==> src/rtl/instr_fetch_queue_pkg.sv <==
// Shared constants and types for the instruction fetch queue.
package ifq_pkg;

  localparam int          DEFAULT_WIDTH = 32;
  localparam logic [31:0] NOP_INSTR     = 32'h00000013;

  // One queued fetch result at the default PC width.
  typedef struct packed {
    logic [DEFAULT_WIDTH-1:0] pc;
    logic [31:0]              instr;
  } ifq_entry_t;

endpackage

==> src/rtl/instr_fetch_queue_if.sv <==
// Fetch-side and decode-side valid/ready handshake bundle for the fetch queue.
interface instr_fetch_queue_if #(
  parameter int WIDTH = 32
);
  logic             in_valid;
  logic             in_ready;
  logic [WIDTH-1:0] in_pc;
  logic [31:0]      in_instr;
  logic             out_valid;
  logic             out_ready;
  logic [WIDTH-1:0] out_pc;
  logic [31:0]      out_instr;

  // The queue itself.
  modport slave (
    input  in_valid, in_pc, in_instr, out_ready,
    output in_ready, out_valid, out_pc, out_instr
  );

  // Whoever drives fetch results in and consumes them at decode.
  modport master (
    output in_valid, in_pc, in_instr, out_ready,
    input  in_ready, out_valid, out_pc, out_instr
  );
endinterface

==> src/rtl/instr_fetch_queue_ptr.sv <==
// Queue pointer with wrap bit: increments on inc, clears synchronously on clr
// (clr wins over inc). The MSB toggles each time the index wraps.
module ifq_ptr #(
  parameter int PW = 3
) (
  input  logic          clk,
  input  logic          rst_n,
  input  logic          clr,
  input  logic          inc,
  output logic [PW-1:0] ptr
);

  logic [PW-1:0] ptr_d;
  logic [PW-1:0] ptr_q;

  // Next pointer value: clear, advance or hold.
  always_comb begin
    ptr_d = ptr_q;
    if (clr) begin
      ptr_d = '0;
    end else if (inc) begin
      ptr_d = ptr_q + PW'(1);
    end
  end

  // Pointer register, cleared asynchronously on reset.
  always_ff @(posedge clk or negedge rst_n) begin
    if (!rst_n) begin
      ptr_q <= '0;
    end else begin
      ptr_q <= ptr_d;
    end
  end

  assign ptr = ptr_q;

endmodule

==> src/rtl/instr_fetch_queue.sv <==
// Instruction fetch queue: DEPTH-entry FIFO of {pc, instr} between fetch and
// decode, with valid/ready on both sides and a synchronous flush for taken
// branches. Build option IFQ_BYPASS_EN adds a zero-latency pass-through when
// the queue is empty and decode is ready; without it there is no
// combinational path from in_* to out_*.
// DEPTH must be a power of two and at least 2.
module instr_fetch_queue
  import ifq_pkg::*;
#(
  parameter int WIDTH = DEFAULT_WIDTH,
  parameter int DEPTH = 4
) (
  input  logic                     clk,
  input  logic                     rst,
  input  logic                     flush,
  instr_fetch_queue_if.slave       bus,
  output logic [$clog2(DEPTH):0]   count
);

  localparam int            AW      = $clog2(DEPTH);
  localparam int            PW      = AW + 1;
  localparam logic [PW-1:0] DEPTH_C = PW'(DEPTH);

  typedef struct packed {
    logic [WIDTH-1:0] pc;
    logic [31:0]      instr;
  } entry_t;

  entry_t        mem_q [DEPTH];
  logic [PW-1:0] rd_ptr;
  logic [PW-1:0] wr_ptr;
  logic [PW-1:0] occ;
  logic          full;
  logic          empty;
  logic          bypass;
  logic          push;
  logic          pop;
  entry_t        head;

  ifq_ptr #(.PW(PW)) u_rd_ptr (
    .clk   (clk),
    .rst_n (rst),
    .clr   (flush),
    .inc   (pop),
    .ptr   (rd_ptr)
  );

  ifq_ptr #(.PW(PW)) u_wr_ptr (
    .clk   (clk),
    .rst_n (rst),
    .clr   (flush),
    .inc   (push),
    .ptr   (wr_ptr)
  );

  // Occupancy, handshakes and the head-of-queue selection.
  always_comb begin
    occ   = wr_ptr - rd_ptr;
    full  = (occ == DEPTH_C);
    empty = (occ == '0);

`ifdef IFQ_BYPASS_EN
    bypass = empty && !flush && bus.in_valid && bus.out_ready;
`else
    bypass = 1'b0;
`endif

    bus.in_ready = !full && !flush;
    // A bypassed instruction goes straight to decode and is never stored.
    push = bus.in_valid && bus.in_ready && !bypass;
    // Flush has priority: a pop in the flush cycle is discarded with the rest.
    pop  = !empty && bus.out_ready && !flush;

    head.pc    = '0;
    head.instr = NOP_INSTR;
    if (!empty) begin
      head = mem_q[rd_ptr[AW-1:0]];
    end else if (bypass) begin
      head.pc    = bus.in_pc;
      head.instr = bus.in_instr;
    end

    bus.out_valid = !empty || bypass;
    bus.out_pc    = head.pc;
    bus.out_instr = head.instr;
    count         = occ;
  end

  // Entry storage; contents are don't-care until written, so no reset.
  always_ff @(posedge clk) begin
    if (push) begin
      mem_q[wr_ptr[AW-1:0]] <= '{pc: bus.in_pc, instr: bus.in_instr};
    end
  end

endmodule
==> src/flat_wrapper.sv <==
// flat-port wrapper written by rule: the top's interface ports become plain ports
module instr_fetch_queue_flat import ifq_pkg::*;
#(
  parameter int WIDTH = DEFAULT_WIDTH,
  parameter int DEPTH = 4
)
  (clk, rst, flush, count, bus_in_valid, bus_in_pc, bus_in_instr, bus_out_ready, bus_in_ready, bus_out_valid, bus_out_pc, bus_out_instr);
  instr_fetch_queue_if #(.WIDTH(WIDTH)) bus_i ();
  input  logic clk;
  input  logic rst;
  input  logic flush;
  output logic [$clog2(DEPTH):0] count;
  input wire logic [$bits(bus_i.in_valid)-1:0] bus_in_valid;
  input wire logic [$bits(bus_i.in_pc)-1:0] bus_in_pc;
  input wire logic [$bits(bus_i.in_instr)-1:0] bus_in_instr;
  input wire logic [$bits(bus_i.out_ready)-1:0] bus_out_ready;
  output wire logic [$bits(bus_i.in_ready)-1:0] bus_in_ready;
  output wire logic [$bits(bus_i.out_valid)-1:0] bus_out_valid;
  output wire logic [$bits(bus_i.out_pc)-1:0] bus_out_pc;
  output wire logic [$bits(bus_i.out_instr)-1:0] bus_out_instr;
  assign bus_i.in_valid = bus_in_valid;
  assign bus_i.in_pc = bus_in_pc;
  assign bus_i.in_instr = bus_in_instr;
  assign bus_i.out_ready = bus_out_ready;
  assign bus_in_ready = bus_i.in_ready;
  assign bus_out_valid = bus_i.out_valid;
  assign bus_out_pc = bus_i.out_pc;
  assign bus_out_instr = bus_i.out_instr;
  instr_fetch_queue #(.WIDTH(WIDTH), .DEPTH(DEPTH)) u_core (.clk(clk), .rst(rst), .flush(flush), .bus(bus_i), .count(count));
endmodule
==> config.mk <==
export PLATFORM = sky130hd
export DESIGN_NAME = instr_fetch_queue_flat
export DESIGN_NICKNAME = d
export VERILOG_FILES = /design/src/rtl/instr_fetch_queue_pkg.sv /design/src/rtl/instr_fetch_queue_if.sv /design/src/rtl/instr_fetch_queue_ptr.sv /design/src/rtl/instr_fetch_queue.sv /design/src/flat_wrapper.sv
export SDC_FILE = /design/constraint.sdc
export NUM_CORES = 1
export LEC_CHECK = 0
export BUFFER_PORTS_ARGS = -buffer_cell sky130_fd_sc_hd__buf_4
export CAP_MARGIN = 20
export CORE_ASPECT_RATIO = 0.9
export CORE_UTILIZATION = 56
export CTS_CLUSTER_DIAMETER = 200
export DETAILED_ROUTE_END_ITERATION = 10
export PLACE_DENSITY = 0.87
export SYNTH_ARGS = -nofsm -noshare
export SYNTH_HDL_FRONTEND = slang
export SYNTH_SLANG_ARGS = --single-unit
==> constraint.sdc <==
create_clock -name clk -period 5 [get_ports clk]
set_input_delay 0.5 -clock clk [delete_from_list [all_inputs] [get_ports clk]]
set_output_delay 0.5 -clock clk [all_outputs]
set_load 0.02 [all_outputs]
# After elaboration in Yosys (flattened, before gate mapping)
# Memory sizes are Yosys's and may differ from the RTL's.
# Index checks and enable logic that the tools add are counted.
word_totals:
  register_bits: 6
  ramBits: 256
  in_bits: 69
  elab_cells: 24
  memories: 1
op_classes:
  n_addsub: 3
  eq_ne: 1
  n_mux: 7
  n_reduce_logical: 10
mem_list:
  columns: ["memory", "depth", "width", "read_ports", "rd_ports_with_merged_regs", "write_ports", "line", "rtl"]
  rows:
  - ["u_core.mem_q", 4, 64, 1, 0, 1, "instr_fetch_queue.sv:29", "entry_t mem_q [DEPTH];"]
ops:
  columns: ["operator", "count"]
  rows:
  - ["two-way mux 64 bit", 1]
  - ["two-way mux 3 bit", 4]
  - ["adder 3 x 1 -> 3 bit, second input constant", 2]
  - ["logical AND 1 bit", 4]
  - ["nonzero test 2 bit", 2]
  - ["equality test 3 bit, second input constant", 1]
  - ["logical NOT 1 bit", 3]
  - ["logical NOT 3 bit", 1]
  - ["subtractor 3 bit", 1]
  - ["two-way mux 1 bit", 2]

# Logic depth before layout (Yosys ltp)
# Gate-level depths: netlist (run 1).
logic_depth:
  ltp_word: 7
  depth_mapped: 9
  depth_no_buf: 7

# By module
# A second synthesis (run 1) with hierarchy kept.
unflattened:
  cells_unflattened: 454
  area_unflattened_um2: 10312.4
modules_own_cells:
  columns: ["module", "instances", "cells_each", "area_per_inst_um2", "seq_area_each_um2"]
  rows:
  - ["instr_fetch_queue", 1, 432, 10039.6, 7687.4]
  - ["ifq_ptr", 2, 11, 136.4, 75.1]

# Worst setup path before layout (run 1)
# Ideal clock, no wire load.
synth_path:
  path_type: "flip-flop to flip-flop"
  from: "register u_core.u_wr_ptr.ptr_q[0], in the netlist u_core.u_wr_ptr.ptr[0]"
  to: "memory u_core.mem_q[0][0] (netlist bit) (enable)"
  setup_time_ps: 429
  t_arrival_ps: 3271
  required_ps: 4571
  slack_ps: 1300
  path_stages_with_launch: 7
  synth_period_minus_slack_ps: 3700
  cell_sequence: "dfrtp_1 -> inv_1 -> ha_1 -> fa_1 -> xnor3_1 -> o211a_2 -> and2_1"
synth_via:
  elab_chain_len: 7
synth_rtl:
  columns: ["element", "line", "rtl"]
  rows:
  - ["start, declared", "instr_fetch_queue_ptr.sv:14", "logic [PW-1:0] ptr_q;"]
  - ["start signal, assigned", "instr_fetch_queue_ptr.sv:31", "ptr_q <= ptr_d;"]
  - ["subtractor 3 bit", "instr_fetch_queue.sv:58", "occ = wr_ptr - rd_ptr;"]
  - ["equality test 3 bit", "instr_fetch_queue.sv:59", "full = (occ == DEPTH_C);"]
  - ["logical NOT 1 bit", "instr_fetch_queue.sv:68", "bus.in_ready = !full && !flush;"]
  - ["logical AND 1 bit", "instr_fetch_queue.sv:68", null]
  - ["logical AND 1 bit", "instr_fetch_queue.sv:70", "push = bus.in_valid && bus.in_ready && !bypass;"]
  - ["two-way mux 1 bit", "instr_fetch_queue.sv:91", "if (push) begin"]
  - ["two-way mux 1 bit (not written as such)", "instr_fetch_queue.sv:92", "mem_q[wr_ptr[AW-1:0]] <= '{pc: bus.in_pc, instr: bus.in_instr};"]
  - ["end, declared", "instr_fetch_queue.sv:29", null]
# Parallel ways exist; a longest one is shown, timed or not.

# Worst setup path after layout (run 1)
layout_path:
  from: "register u_core.u_rd_ptr.ptr_q[0], in the netlist u_core.u_rd_ptr.ptr[0]"
  to: "output bus_out_instr[11]"
layout_via:
  elab_chain_len: 3
  word_cells_on_any_way: 4
layout_rtl:
  columns: ["element", "line", "rtl"]
  rows:
  - ["start, declared", "instr_fetch_queue_ptr.sv:14", null]
  - ["start signal, assigned", "instr_fetch_queue_ptr.sv:31", null]
  - ["subtractor 3 bit", "instr_fetch_queue.sv:58", null]
  - ["logical NOT 3 bit", "instr_fetch_queue.sv:60", "empty = (occ == '0);"]
  - ["two-way mux 64 bit (*)", "instr_fetch_queue.sv:76", "if (!empty) begin"]
  - ["end, declared", "flat_wrapper.sv:20", "output wire logic [$bits(bus_i.out_instr)-1:0] bus_out_instr;"]
# Every way passes the cells marked *; elsewhere a longest branch is shown, timed or not.

==> summary.txt, run 1 <==
Die
  • Total core area: around 18,000 sq um
  • Ports: around 140
  • Initial Utilization: 57.3%
  • Row Count: 46
  • Die Width: about 140 um
  • Die area: ~19,000 sq um
  • Die height: 130 um

Place
  • Placed Cells incl. Taps: approximately 800
  • Port Buffers: roughly 140
  • DPL Wire Length: ~11,000 um
  • Routability cong.: around 0.73

Synthesis
  • Most frequent cell after synthesis: edfxtp_1
  • Synth Flop Type: edfxtp_1
  • Count of cell types in the netlist: 30
  • Ys Warns: 0
  • Number of flops mapped to enable cells by yosys: 256
  • Mapped cell area: approximately 10,000 sq um
  • Post-Synthesis Cells: 455
  • Yosys top cell by area: edfxtp_1
  • Syn_nets: 531
  • Post-synth top area share: 75.9%
  • Top post-synthesis cells by area: edfxtp_1 (76%), mux4_2 (14%), nor2b_1 (3.6%), dfrtp_1 (1.5%), ha_1 (0.74%)
  • Ys async rst share: about 2.3%
  • Sequential fraction of the synthesis area: between 70 and 80%
  • Number of synthesized register bits: around 260
  • Mean Syn Cell Area: between 20 and 25 sq um
  • Synth cell count leaders: edfxtp_1 (256), mux4_2 (64), nor2b_1 (59)

Clock network
  • Hold_buf cts: 1
  • Post-CTS setup buffers: 0
  • Cts bufs inserted: 25
  • Resized Gates After CTS: 0
  • CTS max path bufs: 3
  • Root Driver: clkbuf_16
  • H-tree depth: 1
  • Clk sinks: between 200 and 300
  • CTS tree: yes
  • Worst-path clk slew: 60 ps
  • Clk_lat worst skew: approximately 500 ps

Critical path
  • CP max stage delay: around 700 ps
  • Worst r2r src: u_core.u_rd_ptr.ptr[0]$_DFFE_PN0P_
  • Bufs and invs on worst path: 3
  • CP max-delay cell: dfrtp_4
  • Reg2reg setup slack: about 1600 ps
  • Worst Setup Start Kind: flip-flop
  • Crit end category: primary output
  • Crit Path Category: reg -> out
  • Worst-path fanout max: 35
  • Crit path cell chain: ha_1, fa_1, xnor3_1, inv_2, nor2_4, buf_4, and2b_1, buf_4
  • R2R depth: 5
  • Crit-path most repeated cell: buf_4
  • Crit path max-delay family: flip-flops
  • Critical Path RT: approximately 4500 ps
  • RR Endpoint: u_core.mem_q[3][32]$_DFFE_PP_
  • Critical Path AT: between 3000 and 4000 ps

Final layout
  • Antenna cell count: 0
  • Fraction of layout cells with a size suffix above 1: 40.1%
  • Layout area overhead: 19.6%
  • Utilization after layout: 68.5%
  • Register area: 7840 sq um
  • Final nets: 679
  • Multi-input logic area: roughly 2200 sq um
  • FILL cells: 1,120
  • Fin cells: approximately 860

Pwr
  • Peak VDD IR: 553 uV
  • PwrDens: between 600 and 700 nW/um^2
  • Leakage: a little over 4 nW

Drt
  • Drt total wl: about 19,000 um
  • Routed vias/inst: 5.64
  • Drt drc: 0
  • Via count: 4,847
  • WL/cell: 21.9 um
  • Starting DRT DRC Count: ~330
  • Remaining antenna violation count after routing: 0
  • Initial DRT Pass Iterations: 4

Global routing
  • Antenna violations before repair: 0
  • Largest net degree at the start of global routing: between 60 and 70
  • All-Layer GR Usage: about a fifth
  • GRT overflow: 0
  • Vias in the first global route: roughly 5,200
  • First-pass GRT wire length: 28,800 um

STA
  • Setup TNS Final: 0 ps
  • Worst slew margin: between 30% and 40%
  • Max Slew Vio Count: 0
  • Final setup viols: 0
  • Setup Skew: 8.26 ps
  • Slew @ Worst Pin: roughly 1000 ps
  • Minimum clock period: 3760 ps
  • WHS: 192 ps
  • Final Hold Viols: 0
  • Maximum clock rate: around 270 MHz
  • Final worst-path cycle share: approximately 75%
  • RSZ-0062 raised after global routing: no

Worst hold path
  • Hold Path Stages: 1
  • Hold crit path type: in -> reg
  • Hold_sp: bus_in_instr[0]
  • WHS Endpoint: u_core.mem_q[3][0]$_DFFE_PP_

Run
  • MaxCap Viol Count: 0

Outcome
  • Outcome: completed
==> through the flow <==
step | instance area (sq um) | setup slack, ps | power [mW]
global placement | 11400 | 1650 | 5.80
global route | 12100 | 1030 | 7.83
detailed placement | 11400 | 1560 | 5.89
finish | 12100 | 1240 | 7.47
floorplan | 10100 | 1300 | 4.69
CTS | 12100 | 1180 | 7.55
==> area by class of cell <==
| type | instances | share of cell area [%] |
|---|---|---|
| multi-input combinational | 163 | 17.9 |
| tap | 240 | 2.48 |
| clock inverter | 11 | 0.403 |
| clock buffer | 32 | 5.38 |
| timing repair buffer | 142 | 8.82 |
| inverter | 9 | 0.279 |
| sequential | 262 | 64.8 |
==> per-layer routing <==
layer | part of all wire, % | vias to the layer above | track usage (%)
met2 | 49 | 205 | 34.6
met3 | 7.0 | 32 | 4.58
met4 | 2.5 | 0 | 5.38
met1 | 42 | 2482 | 29.1
met5 | 0 | - | 0
li1 | - | 2128 | -
==> logic make-up after synthesis <==
kind of cell | Yosys count | share of synthesized area (%)
buffers and inverters | 30 | 1.36
XOR/XNOR | 2 | 0.309
adder cells (fa/ha/maj) | 7 | 0.939
AND/OR/NAND/NOR | 79 | 4.74
flip-flops | 262 | 77.4
multiplexers | 69 | 14.8
AO/OA/AOI/OAI | 6 | 0.457
==> power breakdown <==
group	total, mW	switching (mW)	internal (mW)	leakage (nW)
Sequential	2.76	0.0969	2.66	2.40
Combinational	3.06	1.73	1.33	1.38
Clock	1.65	0.738	0.912	0.339
Total	7.47	2.57	4.91	4.12
==> how the worst max path moves through the flow <==
stage | start | to | slack, ps | depth (start not counted)
floorplan | u_core.u_wr_ptr.ptr[0]$_DFFE_PN0P_ | u_core.mem_q[0][0]$_DFFE_PP_ | 1300 | 6
global placement | u_core.u_rd_ptr.ptr[0]$_DFFE_PN0P_ | u_core.mem_q[1][40]$_DFFE_PP_ | 1650 | 5
detailed placement | u_core.u_rd_ptr.ptr[0]$_DFFE_PN0P_ | u_core.mem_q[1][40]$_DFFE_PP_ | 1560 | 5
CTS | u_core.u_rd_ptr.ptr[0]$_DFFE_PN0P_ | bus_out_instr[11] | 1180 | 8
global route | u_core.u_rd_ptr.ptr[0]$_DFFE_PN0P_ | bus_out_instr[11] | 1030 | 8
finish | u_core.u_rd_ptr.ptr[0]$_DFFE_PN0P_ | bus_out_instr[11] | 1240 | 8
==> registers in the layout, summed over array words and instances, names as in the netlist <==
register	cells
u_core.mem_q	256
u_core.u_rd_ptr.ptr	3
u_core.u_wr_ptr.ptr	3
==> layout by cell type (no fill, tap or decap), types with 3 or more instances in the layout <==
cell,instances
buf_4,141
nor2b_1,59
mux4_2,64
dfrtp_1,4
nand2_1,5
mux2i_1,3
clkinv_1,7
clkbuf_1,7
and2b_1,3
edfxtp_1,256
and2_4,4
clkinv_2,3
clkbuf_16,25
ha_1,6
inv_1,8
or2_2,3
==> worst register-to-register path, stage by stage, from the launching register on <==
cell and delay [ps]:
dfrtp_4 700, ha_1 300, fa_1 360, xnor3_1 460, o211a_2 310, and2_4 830
No activity file was read; power rests on OpenSTA's default activity.
==> inputs of run 2 (changes only) <==
==> constraint.sdc (replaced) <==
create_clock -name clk -period 3.65 [get_ports clk]
set_input_delay 0.365 -clock clk [delete_from_list [all_inputs] [get_ports clk]]
set_output_delay 0.365 -clock clk [all_outputs]
set_load 0.02 [all_outputs]
==> run 2 against run 1 <==
Power rose by 50%. Via count rose by 1.3%. Non-clock buffer count rose by 9. Highest routed layer unchanged. Critical path depth rose by 2. Global-route usage rose by 0.23 points. Critical endpoint is now bus_out_instr[1]. Flip-flop and latch count did not move. Setup slack got worse by 990 ps. Cell count rose by 1.6%. Cell area rose by 3.3%.
==> summary.txt, run 2 (synthesis results as in run 1) <==
Clock network
  • Worst-path clk slew: 60 ps (about the same)
  • Cts bufs inserted: 26 (+4.0%)
  • CTS tree: yes
  • Root Driver: clkbuf_16
  • Clk_lat worst skew: 510 ps (about the same)
  • CTS max path bufs: 3 (unchanged)
  • H-tree depth: 1 (unchanged)
  • Clk sinks: 262 (unchanged)

Drt
  • Drt drc: 0 (unchanged)
  • Initial DRT Pass Iterations: 4 (unchanged)
  • WL/cell: 21.8 um (-0.23%)
  • Routed vias/inst: 5.62 (-0.37%)
  • Via count: 4,908 (+1.3%)
  • Drt total wl: 19,100 um (+1.4%)
  • Remaining antenna violation count after routing: 0 (unchanged)
  • Starting DRT DRC Count: 348 (+7.1%)

STA
  • Setup TNS Final: 0 ps (unchanged)
  • Final worst-path cycle share: between 90% and 100%
  • Max Slew Vio Count: 0 (unchanged)
  • Maximum clock rate: 294 MHz
  • WHS: 50.4 ps (-141 ps)
  • Slew @ Worst Pin: 967 ps (-38.0 ps)
  • Setup Skew: 10.6 ps (+2.34 ps)
  • RSZ-0062 raised after global routing: no
  • Worst slew margin: 35.6% (+2.5 points)
  • Final setup viols: 0 (unchanged)
  • Final Hold Viols: 0 (unchanged)
  • Minimum clock period: 3400 ps

Critical path
  • Crit Path Category: reg -> out
  • Critical Path AT: 3040 ps (-220 ps)
  • CP max-delay cell: xnor3_1
  • Worst-path fanout max: 23 (-34%)
  • CP max stage delay: 440 ps (-260 ps)
  • Crit path cell chain: inv_1, ha_1, fa_1, xnor3_1, inv_2, nor2_4, buf_12, buf_12, or2_2, buf_4
  • Worst Setup Start Kind: flip-flop
  • Crit-path most repeated cell: buf_12
  • Crit end category: primary output
  • Critical Path RT: 3280 ps (-1220 ps)

Outcome
  • Outcome: completed

Pwr
  • Leakage: 4.29 nW (+4.3%)
  • Net Switching: 3.71 mW (+45%)
  • Peak VDD IR: 525 uV (-5.0%)
  • PwrDens: 894 nW/um^2 (+45%)
  • Switching Share: 33.2% (-1.2 points)
  • Power share of the clock group: 25.6% (+3.5 points)
  • Int Pwr: 7.47 mW (+52%)
  • Logic pwr share: 41.2% (+0.2 points)
  • Sequential power share: 33.3% (-3.6 points)

Final layout
  • Fraction of layout cells with a size suffix above 1: 42.7% (+2.6 points)
  • Antenna cell count: 0 (unchanged)
  • Final nets: 689 (+1.5%)
  • Commonest non-fill, non-tap cell in the layout: edfxtp_1
  • Max reg flops: 256 (unchanged)
  • Commonest non-fill, non-tap cells in the layout: edfxtp_1 (256), buf_4 (142), mux4_2 (64), nor2b_1 (59), clkbuf_16 (27)
  • Layout area overhead: 23.5%
  • FILL cells: 1,065 (-4.9%)
  • Final Cell Area: 12,500 sq um (+3.3%)

Global routing
  • GR peak layer: met2
  • Met2 capacity usage during global routing: 35.4% (+0.83 points)
  • GR Layer Usage met3: 4.18% (-0.41 points)
  • First-pass GRT wire length: 29,000 um (+0.74%)
  • GRT overflow: 0 (unchanged)
  • Vias in the first global route: 5,130 (-0.43%)
  • Largest net degree at the start of global routing: 67 (unchanged)
  • M1 GR Usage: 29.1% (-0.072 points)
  • Antenna violations before repair: 0 (unchanged)
  • All-Layer GR Usage: 21.3% (+0.23 points)

Die
  • Total core area: 17,700 sq um (unchanged)
  • Die height: 130 um (unchanged)
  • Initial Utilization: 57.3% (unchanged)
  • Die Width: 144 um (unchanged)
  • Die area: 18,600 sq um (unchanged)
  • Row Count: 46 (unchanged)
  • Ports: 138 (unchanged)

Place
  • Routability cong.: 0.800 (+10%)
  • DPL Wire Length: 10,500 um (-4.0%)
  • Post-DP Area: 11,500 sq um (+1.0%)
  • Port Buffers: 137 (unchanged)

Run
  • MaxCap Viol Count: 0 (unchanged)

Worst hold path
  • Hold crit path type: in -> reg
run 2: final timing paths:
check                                                    from                            endpoint  slack (ps)  cells after the start
setup / recovery           u_core.u_wr_ptr.ptr[0]$_DFFE_PN0P_                    bus_out_instr[1]         250                     10
hold / removal                                  bus_in_pc[25]       u_core.mem_q[3][57]$_DFFE_PP_          50                      1
setup reg to reg           u_core.u_wr_ptr.ptr[0]$_DFFE_PN0P_       u_core.mem_q[3][49]$_DFFE_PP_         760                      7
hold reg to reg            u_core.u_wr_ptr.ptr[0]$_DFFE_PN0P_  u_core.u_wr_ptr.ptr[0]$_DFFE_PN0P_         550                      1
max in group asynchronous                                 rst  u_core.u_rd_ptr.ptr[1]$_DFFE_PN0P_        3310                      2
min in group asynchronous                                 rst  u_core.u_wr_ptr.ptr[0]$_DFFE_PN0P_         200                      2
run 2: cell type report:
type | instances | area, sq um | share of cell area, %
inverter | 9 | 33.8 | 0.270
tap | 240 | 300 | 2.40
multi-input combinational | 163 | 2170 | 17.3
clock inverter | 18 | 250 | 2.00
sequential | 262 | 7850 | 62.7
clock buffer | 30 | 687 | 5.49
timing repair buffer | 151 | 1230 | 9.81
run 2: timing repair:
| action | in CTS | in global routing |
|---|---|---|
| endpoints found under the setup margin | 4 | 0 |
| hold buffers | 1 | 0 |
| resized for setup | 1 | 0 |
| endpoints found under the hold margin | 6 | 0 |
| buffers inserted | 4 | 0 |
run 2: through the flow:
step	instances	worst slack (ps)	power, mW	util [%]
2_1_floorplan	455	649	6.41	-
3_3_place_gp	820	568	8.18	65.2
3_5_place_dp	820	477	8.24	65.2
4_1_cts	873	204	11.3	70.8
5_1_grt	873	108	11.7	70.8
6_report	873	248	11.2	70.8
run 2: critical path, delay by kind of cell, from the launching register on:
| family | cells | cell delay, ps |
|---|---|---|
| DFF | 1 | 410 |
| xor gates and xnor gates | 1 | 440 |
| adders and majority gates | 2 | 610 |
| and+or+nand+nor | 2 | 340 |
| buffers and inverters | 5 | 690 |
run 2: power groups by stage:
stage / logic [mW] / registers, mW / clock network, mW
after global routing: 4.93 / 3.74 / 3.02
after floorplan: 2.66 / 3.75 / 0
final: 4.60 / 3.72 / 2.86
after global placement: 4.42 / 3.75 / 0
after CTS: 4.66 / 3.72 / 2.91
after detailed placement: 4.46 / 3.78 / 0
run 2: routing by layer:
| layer | vias up | part of all wire (%) |
|---|---|---|
| met3 | 32 | 6.3 |
| met5 | - | 0 |
| met1 | 2516 | 42 |
| li1 | 2156 | - |
| met2 | 204 | 50 |
| met4 | 0 | 2.1 |
==> inputs of run 3 (changes only) <==
--- a/config.mk
+++ b/config.mk
@@ -14,4 +14,5 @@
 export PLACE_DENSITY = 0.87
 export SYNTH_ARGS = -nofsm -noshare
 export SYNTH_HDL_FRONTEND = slang
+export SYNTH_HIERARCHICAL = 1
 export SYNTH_SLANG_ARGS = --single-unit
==> run 3 against run 2 <==
Largest power group is now registers. Die area increased by 1.8%. Clock skew increased by 1.4 ps. Global-route usage decreased by 0.22 points. Cell count decreased by 2.2%. Critical path type unchanged. Clock power decreased by 19%. Core utilization decreased by 1.7 points. Wire length increased by 0.95%. Flip-flop and latch count unchanged. Non-clock buffer count decreased by 1. Area after synthesis increased by 1.8%. Highest routed layer unchanged. Fmax decreased by 2.1%. Setup slack got worse by 73 ps.
==> summary.txt, run 3 <==
Final layout
  • Antenna cell count: 0 (unchanged)
  • Commonest non-fill, non-tap cell in the layout: edfxtp_1
  • Layout area overhead: 19.5%
  • Max reg flops: 256 (unchanged)
  • Commonest non-fill, non-tap cells in the layout: edfxtp_1 (256), buf_4 (148), mux4_2 (60), a21boi_0 (54), clkbuf_16 (27)
  • Fin cells: 854 (-2.2%)
  • Final nets: 676 (-1.9%)
  • Utilization after layout: 69.1% (-1.7 points)
  • Fraction of layout cells with a size suffix above 1: 41.9% (-0.80 points)

Critical path
  • Reg2reg setup slack: 730 ps (-30 ps)
  • Critical Path RT: 3280 ps (about the same)
  • Crit Path Category: reg -> out
  • Worst r2r src: u_core/u_wr_ptr/ptr[0]$_DFFE_PN0P_
  • Crit end category: primary output
  • RR Endpoint: u_core/mem_q[2][20]$_DFFE_PP_
  • Worst Setup Start Kind: flip-flop
  • Critical Path AT: 3110 ps (+70 ps)
  • Worst-path fanout max: 66 (+190%)
  • R2R depth: 6 (-1)

Drt
  • Routed vias/inst: 5.76 (+2.5%)
  • Drt total wl: 19,200 um (+0.95%)
  • Via count: 4,922 (+0.29%)
  • Remaining antenna violation count after routing: 0 (unchanged)
  • Drt drc: 0 (unchanged)
  • Starting DRT DRC Count: 385 (+11%)
  • WL/cell: 22.5 um (+3.2%)
  • Initial DRT Pass Iterations: 4 (unchanged)

Pwr
  • Switching Share: 25.5% (-7.6 points)
  • Int Pwr: 5.32 mW (-29%)
  • Logic pwr share: 19.6% (-22 points)
  • Leakage: 4.14 nW (-3.5%)
  • Net Switching: 1.82 mW (-51%)
  • Power share of the clock group: 32.4% (+6.8 points)
  • Peak VDD IR: 444 uV (-15%)
  • Sequential power share: 48.0% (+15 points)
  • PwrDens: 580 nW/um^2 (-35%)

STA
  • Worst slew margin: 37.3% (+1.7 points)
  • Setup Skew: 12.0 ps (+1.41 ps)
  • Final setup viols: 0 (unchanged)
  • Final worst-path cycle share: 95.2% (+2.0 points)
  • Slew @ Worst Pin: 941 ps (-25.8 ps)
  • Max Slew Vio Count: 0 (unchanged)
  • Maximum clock rate: 288 MHz (-2.1%)
  • Setup TNS Final: 0 ps (unchanged)
  • WHS: 44.4 ps (-6.04 ps)
  • Worst Slack Setup Final: 175 ps (-72.8 ps)
  • Final Hold Viols: 0 (unchanged)
  • RSZ-0062 raised after global routing: no
  • Minimum clock period: 3480 ps (+72.8 ps)

Synthesis
  • Number of synthesized register bits: 262 (unchanged)
  • Post-Synthesis Cells: 454 (-0.22%)
  • Number of flops mapped to enable cells by yosys: 256 (unchanged)
  • Syn_nets: 527 (-0.75%)
  • Most frequent cell after synthesis: edfxtp_1
  • Synth Flop Type: edfxtp_1
  • Top post-synthesis cells by area: edfxtp_1 (75%), mux4_2 (13%), a21boi_0 (3.9%), dfrtp_1 (1.5%), buf_6 (1.1%)
  • Mapped cell area: 10,300 sq um (+1.8%)
  • Yosys top cell by area: edfxtp_1
  • Ys Warns: 6 (+6)
  • Mean Syn Cell Area: 22.7 sq um (+2.1%)
  • Count of cell types in the netlist: 28 (-6.7%)
  • Post-synth top area share: 74.5% (-1.4 points)
  • Synth cell count leaders: edfxtp_1 (256), mux4_2 (60), a21boi_0 (54)
  • Sequential fraction of the synthesis area: 76.0% (-1.4 points)
  • Ys async rst share: 2.29% (unchanged)

Die
  • Initial Utilization: 57.8% (+0.49 points)
  • Die height: 131 um (+0.90%)
  • Die area: 19,000 sq um (+1.8%)
  • Total core area: 17,800 sq um (+0.98%)
  • Ports: 138 (unchanged)
  • Die Width: 145 um (+0.90%)
  • Row Count: 46 (unchanged)

Place
  • DPL Wire Length: 11,200 um (+7.4%)
  • Port Buffers: 137 (unchanged)
  • Place WS: 697 ps (+220 ps)
  • Placed Cells incl. Taps: 814 (-0.73%)
  • Routability cong.: 0.768 (-4.0%)

Clock network
  • CTS max path bufs: 3 (unchanged)
  • Post-CTS setup buffers: 0 (-4)
  • Worst-path clk slew: 60 ps (about the same)
  • Root Driver: clkbuf_16
  • Clk_lat worst skew: 510 ps (about the same)
  • H-tree depth: 1 (unchanged)
  • CTS tree: yes
  • Cts bufs inserted: 26 (unchanged)
  • Clk sinks: 262 (unchanged)

Global routing
  • All-Layer GR Usage: 21.0% (-0.22 points)
  • Vias in the first global route: 5,289 (+3.1%)
  • First-pass GRT wire length: 29,900 um (+3.1%)
  • GRT overflow: 0 (unchanged)
  • Largest net degree at the start of global routing: 73 (+9.0%)
  • Antenna violations before repair: 0 (unchanged)

Worst hold path
  • Hold_sp: bus_in_pc[19]
  • WHS Endpoint: u_core/mem_q[3][51]$_DFFE_PP_
  • Hold crit path type: in -> reg
  • Hold Path Stages: 1 (unchanged)

Outcome
  • Outcome: completed

Run
  • MaxCap Viol Count: 0 (unchanged)
run 3: cell count changes after synthesis, moves of 7 or more:
| cell | before | now |
|---|---|---|
| buf_6 | 1 | 10 |
| nor2b_1 | 59 | 0 |
| a21boi_0 | 0 | 54 |
| a21boi_1 | 0 | 7 |
run 3: worst max-delay path by stage:
| stage | startpoint | endpoint |
|---|---|---|
| floorplan | u_core/u_wr_ptr/ptr[0]$_DFFE_PN0P_ | u_core/mem_q[1][0]$_DFFE_PP_ |
| global placement | u_core/u_wr_ptr/ptr[0]$_DFFE_PN0P_ | bus_out_pc[4] |
| detailed placement | u_core/u_wr_ptr/ptr[0]$_DFFE_PN0P_ | bus_out_pc[4] |
| CTS | u_core/u_wr_ptr/ptr[0]$_DFFE_PN0P_ | bus_out_pc[4] |
| global route | u_core/u_wr_ptr/ptr[0]$_DFFE_PN0P_ | bus_out_pc[4] |
| finish | u_core/u_wr_ptr/ptr[0]$_DFFE_PN0P_ | bus_out_pc[4] |
run 3: cells by family (layout without fill, tap and decap cells):
kind of cell / after synthesis / count (layout) / share of synthesized area, %
xor+xnor: 3 / 3 / 0.400
fa+ha+maj: 4 / 4 / 0.558
mux: 66 / 66 / 14.3
compound gates: 75 / 75 / 5.92
flops: 262 / 262 / 76.0
buf+inv: 34 / 194 / 2.29
simple gates: 10 / 10 / 0.509
run 3: cell type report:
cell class	instances	area, sq um
sequential	262	7850
fill	1110	5520
multi-input combinational	158	2280
timing repair buffer	150	1140
clock buffer	31	691
tap	240	300
clock inverter	8	36.3
inverter	5	28.8
run 3: layer usage:
| layer | track usage (%) | up-vias | part of all wire, % |
|---|---|---|---|
| met3 | 4.69 | 25 | 7.7 |
| li1 | - | 2197 | - |
| met2 | 35.7 | 199 | 50 |
| met4 | 4.38 | 0 | 1.2 |
| met1 | 28.6 | 2501 | 41 |
| met5 | 0 | - | 0 |
run 3: through the flow:
stage / power (mW) / area, sq um
floorplan: 4.38 / 10400
global placement: 4.88 / 11600
detailed placement: 4.91 / 11600
CTS: 7.21 / 12300
global route: 7.41 / 12300
finish: 7.15 / 12300
run 3: timing repair:
action,CTS,global route
gates resized for setup,0,0
hold endpoints to repair,6,0
hold buffers,1,0
run 3: power groups by stage:
stage          Combinational [mW]  Clock [mW]  Sequential [mW]
2_1_floorplan               0.892           0             3.49
3_3_place_gp                 1.40           0             3.48
3_5_place_dp                 1.42           0             3.49
4_1_cts                      1.43        2.36             3.43
5_1_grt                      1.50        2.47             3.43
6_report                     1.40        2.31             3.43
run 3: critical path: stages, from the launching register on:
cell and delay [ps]:
dfrtp_2 480, inv_4 80, ha_4 160, fa_2 330
xnor3_2 300, buf_4 600, a21boi_0 380, buf_4 260
